===== src/rtl/hazard_ctrl_if.sv =====
// ============================================================================
// Module      : hazard_ctrl_if
// Description : Hazard-controller bundle. Carries pipeline hazard inputs
//               towards the controller and stage enables/flushes back.
//               Optional HAZARD_PERF_EN adds stall/flush counters.
// Revision    : 1.0 - initial release
// ============================================================================
`default_nettype none

interface hazard_ctrl_if;
    logic        id_ex_MemRead;
    logic [4:0]  id_ex_rd;
    logic [4:0]  if_id_rs1;
    logic [4:0]  if_id_rs2;
    logic        if_id_use_rs1;
    logic        if_id_use_rs2;
    logic        branch_taken;
    logic        mem_busy;
    logic        PC_write;
    logic        IF_ID_write;
    logic        IF_flush;
    logic        ID_flush;
    logic        ID_EX_write;
    logic        EX_MEM_write;
    logic [1:0]  ctrl_state;
`ifdef HAZARD_PERF_EN
    logic [31:0] stall_cycles;
    logic [31:0] flush_events;
`endif

    // Pipeline side: supplies hazard information, consumes controls
    modport master (
        output id_ex_MemRead, id_ex_rd, if_id_rs1, if_id_rs2,
        output if_id_use_rs1, if_id_use_rs2, branch_taken, mem_busy,
        input  PC_write, IF_ID_write, IF_flush, ID_flush,
        input  ID_EX_write, EX_MEM_write, ctrl_state
`ifdef HAZARD_PERF_EN
        , input stall_cycles, flush_events
`endif
    );

    // Controller side
    modport slave (
        input  id_ex_MemRead, id_ex_rd, if_id_rs1, if_id_rs2,
        input  if_id_use_rs1, if_id_use_rs2, branch_taken, mem_busy,
        output PC_write, IF_ID_write, IF_flush, ID_flush,
        output ID_EX_write, EX_MEM_write, ctrl_state
`ifdef HAZARD_PERF_EN
        , output stall_cycles, flush_events
`endif
    );
endinterface

`default_nettype wire


===== src/rtl/hazard_ctrl.sv =====
// ============================================================================
// Module      : hazard_ctrl
// Description : 5-stage pipeline sequencing controller. Inserts load-use
//               bubbles, runs the branch-redirect flush sequence and freezes
//               the pipeline while data memory is busy.
//               Optional macro HAZARD_PERF_EN adds stall_cycles and
//               flush_events performance counters.
// Revision    : 1.0 - initial release
// ============================================================================
`default_nettype none

module hazard_ctrl #(
    parameter int BRANCH_PENALTY = 2,
    parameter int CNT_W          = 4
) (
    input  logic         clk,
    input  logic         rst,
    hazard_ctrl_if.slave hc
);

    localparam logic [1:0] c_ST_RUN      = 2'd0;
    localparam logic [1:0] c_ST_REDIRECT = 2'd1;
    localparam logic [1:0] c_ST_MEM_WAIT = 2'd2;

    // Counter preload: REDIRECT lasts BRANCH_PENALTY-1 cycles after the branch cycle
    localparam logic [CNT_W-1:0] c_REDIR_INIT =
        CNT_W'((BRANCH_PENALTY > 1) ? (BRANCH_PENALTY - 2) : 0);

    logic [1:0]       r_state;
    logic [1:0]       r_resume;
    logic [CNT_W-1:0] r_redir_cnt;

    logic [1:0]       w_state_nxt;
    logic [1:0]       w_resume_nxt;
    logic [CNT_W-1:0] w_cnt_nxt;
    logic [1:0]       w_eff_state;
    logic             w_load_use;
    logic             w_branch_accept;
    logic             w_pc_write;
    logic             w_if_id_write;
    logic             w_if_flush;
    logic             w_id_flush;
    logic             w_id_ex_write;
    logic             w_ex_mem_write;

    assign w_load_use = hc.id_ex_MemRead && (hc.id_ex_rd != 5'd0) &&
                        ((hc.if_id_use_rs1 && (hc.if_id_rs1 == hc.id_ex_rd)) ||
                         (hc.if_id_use_rs2 && (hc.if_id_rs2 == hc.id_ex_rd)));

    // Leaving MEM_WAIT costs no cycle: behave as the resumed state right away
    assign w_eff_state = ((r_state == c_ST_MEM_WAIT) && !hc.mem_busy) ? r_resume : r_state;

    // State, resume target and redirect counter registers
    always_ff @(posedge clk) begin
        if (rst) begin
            r_state     <= c_ST_RUN;
            r_resume    <= c_ST_RUN;
            r_redir_cnt <= '0;
        end else begin
            r_state     <= w_state_nxt;
            r_resume    <= w_resume_nxt;
            r_redir_cnt <= w_cnt_nxt;
        end
    end

    // Next-state and Mealy control outputs; priority mem_busy > branch > load-use
    always_comb begin
        w_pc_write      = 1'b1;
        w_if_id_write   = 1'b1;
        w_if_flush      = 1'b0;
        w_id_flush      = 1'b0;
        w_id_ex_write   = 1'b1;
        w_ex_mem_write  = 1'b1;
        w_state_nxt     = w_eff_state;
        w_resume_nxt    = r_resume;
        w_cnt_nxt       = r_redir_cnt;
        w_branch_accept = 1'b0;
        if (rst) begin
            w_pc_write     = 1'b0;
            w_if_id_write  = 1'b0;
            w_id_ex_write  = 1'b0;
            w_ex_mem_write = 1'b0;
            w_if_flush     = 1'b1;
            w_id_flush     = 1'b1;
        end else if (hc.mem_busy) begin
            // Freeze everything; pending branch/load-use stay in frozen registers
            w_pc_write     = 1'b0;
            w_if_id_write  = 1'b0;
            w_id_ex_write  = 1'b0;
            w_ex_mem_write = 1'b0;
            w_state_nxt    = c_ST_MEM_WAIT;
            if (r_state != c_ST_MEM_WAIT) begin
                w_resume_nxt = r_state;
            end
        end else begin
            case (w_eff_state)
                c_ST_RUN: begin
                    if (hc.branch_taken) begin
                        // Load-use in the same cycle is moot: its instruction is flushed
                        w_branch_accept = 1'b1;
                        w_if_flush      = 1'b1;
                        w_id_flush      = 1'b1;
                        if (BRANCH_PENALTY > 1) begin
                            w_state_nxt = c_ST_REDIRECT;
                            w_cnt_nxt   = c_REDIR_INIT;
                        end else begin
                            w_state_nxt = c_ST_RUN;
                        end
                    end else if (w_load_use) begin
                        w_pc_write    = 1'b0;
                        w_if_id_write = 1'b0;
                        w_id_flush    = 1'b1;
                        w_state_nxt   = c_ST_RUN;
                    end else begin
                        w_state_nxt = c_ST_RUN;
                    end
                end
                c_ST_REDIRECT: begin
                    // Discard wrong-path fetches still returning from instruction memory
                    w_if_flush = 1'b1;
                    if (r_redir_cnt == '0) begin
                        w_state_nxt = c_ST_RUN;
                    end else begin
                        w_cnt_nxt   = r_redir_cnt - 1'b1;
                        w_state_nxt = c_ST_REDIRECT;
                    end
                end
                default: begin
                    w_state_nxt = c_ST_RUN;
                end
            endcase
        end
    end

    assign hc.PC_write     = w_pc_write;
    assign hc.IF_ID_write  = w_if_id_write;
    assign hc.IF_flush     = w_if_flush;
    assign hc.ID_flush     = w_id_flush;
    assign hc.ID_EX_write  = w_id_ex_write;
    assign hc.EX_MEM_write = w_ex_mem_write;
    assign hc.ctrl_state   = r_state;

`ifdef HAZARD_PERF_EN
    logic [31:0] r_stall_cycles;
    logic [31:0] r_flush_events;

    // Performance counters: stalled cycles and accepted taken branches, wrapping
    always_ff @(posedge clk) begin
        if (rst) begin
            r_stall_cycles <= '0;
            r_flush_events <= '0;
        end else begin
            if (!w_pc_write) begin
                r_stall_cycles <= r_stall_cycles + 32'd1;
            end
            if (w_branch_accept) begin
                r_flush_events <= r_flush_events + 32'd1;
            end
        end
    end

    assign hc.stall_cycles = r_stall_cycles;
    assign hc.flush_events = r_flush_events;
`endif

endmodule

`default_nettype wire


===== src/flat_wrapper.sv =====
// flat-port wrapper written by rule: the top's interface ports become plain ports
module hazard_ctrl_flat 
#(
    parameter int BRANCH_PENALTY = 2,
    parameter int CNT_W          = 4
)
  (clk, rst, hc_id_ex_MemRead, hc_id_ex_rd, hc_if_id_rs1, hc_if_id_rs2, hc_if_id_use_rs1, hc_if_id_use_rs2, hc_branch_taken, hc_mem_busy, hc_PC_write, hc_IF_ID_write, hc_IF_flush, hc_ID_flush, hc_ID_EX_write, hc_EX_MEM_write, hc_ctrl_state);
  hazard_ctrl_if hc_i ();
  input  logic clk;
  input  logic rst;
  input wire logic [$bits(hc_i.id_ex_MemRead)-1:0] hc_id_ex_MemRead;
  input wire logic [$bits(hc_i.id_ex_rd)-1:0] hc_id_ex_rd;
  input wire logic [$bits(hc_i.if_id_rs1)-1:0] hc_if_id_rs1;
  input wire logic [$bits(hc_i.if_id_rs2)-1:0] hc_if_id_rs2;
  input wire logic [$bits(hc_i.if_id_use_rs1)-1:0] hc_if_id_use_rs1;
  input wire logic [$bits(hc_i.if_id_use_rs2)-1:0] hc_if_id_use_rs2;
  input wire logic [$bits(hc_i.branch_taken)-1:0] hc_branch_taken;
  input wire logic [$bits(hc_i.mem_busy)-1:0] hc_mem_busy;
  output wire logic [$bits(hc_i.PC_write)-1:0] hc_PC_write;
  output wire logic [$bits(hc_i.IF_ID_write)-1:0] hc_IF_ID_write;
  output wire logic [$bits(hc_i.IF_flush)-1:0] hc_IF_flush;
  output wire logic [$bits(hc_i.ID_flush)-1:0] hc_ID_flush;
  output wire logic [$bits(hc_i.ID_EX_write)-1:0] hc_ID_EX_write;
  output wire logic [$bits(hc_i.EX_MEM_write)-1:0] hc_EX_MEM_write;
  output wire logic [$bits(hc_i.ctrl_state)-1:0] hc_ctrl_state;
  assign hc_i.id_ex_MemRead = hc_id_ex_MemRead;
  assign hc_i.id_ex_rd = hc_id_ex_rd;
  assign hc_i.if_id_rs1 = hc_if_id_rs1;
  assign hc_i.if_id_rs2 = hc_if_id_rs2;
  assign hc_i.if_id_use_rs1 = hc_if_id_use_rs1;
  assign hc_i.if_id_use_rs2 = hc_if_id_use_rs2;
  assign hc_i.branch_taken = hc_branch_taken;
  assign hc_i.mem_busy = hc_mem_busy;
  assign hc_PC_write = hc_i.PC_write;
  assign hc_IF_ID_write = hc_i.IF_ID_write;
  assign hc_IF_flush = hc_i.IF_flush;
  assign hc_ID_flush = hc_i.ID_flush;
  assign hc_ID_EX_write = hc_i.ID_EX_write;
  assign hc_EX_MEM_write = hc_i.EX_MEM_write;
  assign hc_ctrl_state = hc_i.ctrl_state;
  hazard_ctrl #(.BRANCH_PENALTY(BRANCH_PENALTY), .CNT_W(CNT_W)) u_core (.clk(clk), .rst(rst), .hc(hc_i));
endmodule

===== config.mk =====
export PLATFORM = sky130hd
export DESIGN_NAME = hazard_ctrl_flat
export DESIGN_NICKNAME = d
export VERILOG_FILES = /design/src/rtl/hazard_ctrl_if.sv /design/src/rtl/hazard_ctrl.sv /design/src/flat_wrapper.sv
export SDC_FILE = /design/constraint.sdc
export NUM_CORES = 1
export LEC_CHECK = 0
export ABC_AREA = 1
export CORE_AREA = 8 8 51 53
export DETAILED_ROUTE_END_ITERATION = 6
export DIE_AREA = 0 0 59 61
export PLACE_DENSITY = 0.75
export SLEW_MARGIN = 20
export SYNTH_ARGS = -nofsm -noshare
export SYNTH_HDL_FRONTEND = slang
export SYNTH_SLANG_ARGS = --single-unit

===== constraint.sdc =====
create_clock -name clk -period 1.8 [get_ports clk]
set_clock_uncertainty 0.1 [all_clocks]
set_input_delay 0.45 -clock clk [delete_from_list [all_inputs] [get_ports clk]]
set_output_delay 0.45 -clock clk [all_outputs]
set_load 0.05 [all_outputs]

==> results.md, run 1 <==
- The flow ran to the end, but the final reports show violations.
- The checks that failed: negative setup slack.
- The startpoint identified for the worst register-to-register timing path is u_core.r_redir_cnt[0].
- CTS saw 8 sinks.
- The die width is 59 um.
- The filler cells instantiated in the layout total 158.
- The number of nets handed over by synthesis was 155.
- The via count normalized by instance count is 4.62.
- The row count is 16.
- After synthesis, the mean cell area works out to 5.39 um^2.
- Entering global routing, the biggest net connects 7 pins.
- The setup TNS is -376 ps.
- Of all nets on the critical path, the largest fanout is 4.
- The fraction of power consumed by sequential logic is 30.8%.
- The vertical die dimension is 61 um.
- The max-slew violation total from the final report was 0.
- The initial utilization of the core area, before any placement, comes to 38.7%.
- The number of primary I/O pins is 30.
- Once placement completed, the tool counted placed cells totaling 199.
- The number of flip-flops and latches in the synthesized netlist is 8.
- Cells fill 73.7% of the core in the end.
- The leakage power is 0.000715 uW.
- The worst-case IR drop observed on VDD is 0.402 mV.
- The number of antenna cells inserted is 0.
- The share of total power dissipated in the clock network is 22.1%.
- Setup violations remaining at the end of the flow were counted as 3.
- The post-place setup slack is -614 ps.
- The first routing iteration left 15 violations.
- The clock tree from TritonCTS is done.
- The number of buffers added to fix hold violations after cts is 0.
- The worst hold path was traced through 2 stages.
- The net switching share of the total power is 35.1%.
- The path type of the worst min-delay path is flop to flop.
- The number of different library cells used by synthesis comes to 19.
- The share of the clock period used by the worst path is 107%.
- Internal power comes to 404 uW.
- The number of antenna violations at the first check in global routing came to 0.
- The number of cells traversed by the worst register-to-register path is 6.
- The number of failing hold endpoints at the final stage is 0.
- The signal arrival time at the worst endpoint is 1380 ps.
- The max-cap violation count is 0.
- The capturing point of the worst reg2reg path is u_core.r_redir_cnt[2].
- Input and output buffers added on the ports amount to 29.
- The number of global-route vias before repair is 940.
- In this run the number of H-tree levels came out at 1.
- The region available for standard cell placement spans 1840 um^2.
- Across all register-to-register paths, the minimum setup slack is 350 ps.
- Counting the buffers created by CTS gives 3.
- The endpoint type of the worst setup path is an output port.
- The weighted congestion reported at the end of routability-driven placement is 0.856.
- For the pin with the worst max-slew slack, the measured transition is 214 ps.
- The die covers 3600 um^2.
- The aggregate routed wire length is 2.42 mm.
- Setup repair after global routing could not meet its margin everywhere.
- The highest clock frequency the design can meet is 517 MHz.
- The length of the first detailed-routing pass in iterations is 4.
- The total number of yosys warnings is 0.
- The master cell of the clock root buffer is clkbuf_4.
- In this run the deepest clock path goes through 2 buffers.
- The startpoint type of the worst setup path is a flop.
- The first global-routing pass estimated 3.80 mm of wire.
- After layout, the design draws a total of 623 uW.
- For this run, design rule violations remaining after detail routing come to 0.
- The master of the slowest instance on the critical path is dfxtp_4.
- Dividing total power by cell area gives a power density of 459 nW/um^2.
- The mapped netlist covers 712 um^2.
- The HPWL after detailed placement is 1.77 mm.
- The post-synthesis sequential area ratio is 22.5%.
- STA puts the critical path data required time at 1250 ps.
- The path with the worst hold slack has its endpoint at u_core.r_redir_cnt[2].
- In this run the most critical hold path is launched from u_core.r_redir_cnt[2].
- The switching power is 219 uW.
- Measured against its own limit, the worst slew margin works out to 85.7%.
- In the final routed layout, each cell accounts on average for 11.6 um.
- The combinational share of power is 47.0%.
- The via count is 960.
- The antenna violation net count after detailed routing is 0.
- The filler-free cell count of the finished design is 208.
- The critical path is of the flop to output port type.
- The area growth from synthesis to final layout is 90.7%.
- Cells with a size suffix above 1 make up 47.5% of the layout.
- The clock reaches the later pin of the worst-skew pair after 250 ps.
- Global routing consumed, over all layers together, 13.4% of the routing resources.
- The setup slack after layout is -134 ps.
- Global routing finished with a remaining overflow of 0.
- Together, buffers and inverters on the worst path number 3.
- The signal on the critical path passes through inv_6 -> nand3_4 -> a21oi_2 -> nand2_1 -> o21bai_1 -> inv_2 -> buf_8.
- The delay contributed by the slowest stage of the critical path is 370 ps.
- The cell family contributing the most delay on the critical path is flip-flops.
- The synthesized netlist cell count is 132.
- The time the worst path needs with I/O delays and setup is 1930 ps.
- The clock slew at the register clock pins of the worst setup and hold paths is 50 ps.
- In the final design database the tool counted 206 nets.
## power groups by stage
| stage | Sequential, uW | Combinational, uW | Clock, uW |
|---|---|---|---|
| 6_report | 192 | 293 | 138 |
| 4_1_cts | 190 | 257 | 141 |
| 3_3_place_gp | 196 | 243 | 0 |
| 5_1_grt | 193 | 315 | 150 |
| 2_1_floorplan | 202 | 117 | 0 |
| 3_5_place_dp | 196 | 248 | 0 |
## worst max path at each step
stage                            start  cells past startpoint        endpoint
2_1_floorplan                      rst                      5     hc_PC_write
3_3_place_gp            hc_id_ex_rd[4]                     11  hc_IF_ID_write
3_5_place_dp            hc_id_ex_rd[4]                     11  hc_IF_ID_write
4_1_cts                 hc_id_ex_rd[2]                     10  hc_IF_ID_write
5_1_grt                hc_if_id_rs1[4]                     11     hc_PC_write
6_report       u_core.hc.ctrl_state[0]                      7     hc_PC_write
## per-layer routing
layer	routed length [um]	up-vias	share of wire, %	track usage (%)
li1	-	497	-	-
met5	0	-	0	0
met2	1300	23	54	24.1
met1	975	436	40	13.9
met3	116	4	4.8	4.87
met4	29	0	1.2	5.12
## logic make-up (layout without fill, tap and decap cells)
kind of cell,after synthesis,count (layout),share of synthesized area (%)
buffers and inverters,29,78,16.3
flip-flops,8,8,22.5
XOR/XNOR,1,1,1.23
AO/OA/AOI/OAI,14,14,10.7
adder cells (fa/ha/maj),1,1,1.76
AND/OR/NAND/NOR,79,79,47.5
## worst reg2reg max path: stages (launching register included)
cell	delay, ps
dfxtp_1	350
inv_1	70
ha_1	200
or2_2	290
a21oi_1	150
nand3_1	90
a21oi_1	130
## cell usage after synthesis (all sizes together)
library cell   n  share of area, %
xnor2          1               1.2
nand2         52                30
nand4          1              0.88
o21ai          4               3.3
nor2          14               7.4
or2            1              0.88
nand3         10               7.7
a21oi          9               6.3
ha             1               1.8
nor3b          1               1.1
inv           27                14
o21bai         1               1.1
buf            2               2.1
dfxtp          8                22
## cells in the final DEF, fill, tap and decap left out, drive strengths merged
cell           Yosys  final
nand2             52     52
buf                2     43
inv               27     27
nor2              14     14
nand3             10     10
a21oi              9      9
dfxtp              8      8
o21ai              4      4
clkbuf             0      3
dlygate4sd2        0      3
clkdlybuf4s15      0      2
nand4              1      1
nor3b              1      1
o21bai             1      1
xnor2              1      1
or2                1      1
ha                 1      1
## state kept, by name, summed over array words and instances, names as in the netlist
register and count:
u_core.r_resume 2, u_core.r_redir_cnt 4, u_core.hc.ctrl_state 2
## cell type report
| class | instances | area, um^2 | area share, % |
|---|---|---|---|
| inverters | 27 | 116 | 8.57 |
| repair buffers | 48 | 497 | 36.6 |
| multi-input cells | 95 | 520 | 38.3 |
| well taps | 27 | 33.8 | 2.49 |
| clock buffers | 3 | 22.5 | 1.66 |
| flip-flops and latches | 8 | 168 | 12.4 |
## through the flow
stage                     area [um^2]  hold WS, ps
final                            1360          361
after CTS                        1220          363
after detailed placement         1170          354
after floorplan                   732          333
after global placement           1170          348
after global routing             1360          404
## repair_timing
action / 4_1_cts / 5_1_grt
setup buffers: 4 / 2
endpoints found under the setup margin: 6 / 4
hold endpoints to repair: 0 / 0
gates resized for setup: 93 / 37
pin swaps: 33 / 29
No activity file was read; power rests on OpenSTA's default activity.
==> inputs of run 2 (changes only) <==
--- a/config.mk
+++ b/config.mk
@@ -9,6 +9,7 @@
 export CORE_AREA = 8 8 51 53
 export DETAILED_ROUTE_END_ITERATION = 6
 export DIE_AREA = 0 0 59 61
+export GPL_ROUTABILITY_DRIVEN = 0
 export PLACE_DENSITY = 0.75
 export SLEW_MARGIN = 20
 export SYNTH_ARGS = -nofsm -noshare
==> results of run 2 <==
The final DEF is identical to that of run 1; final timing and power are the same.
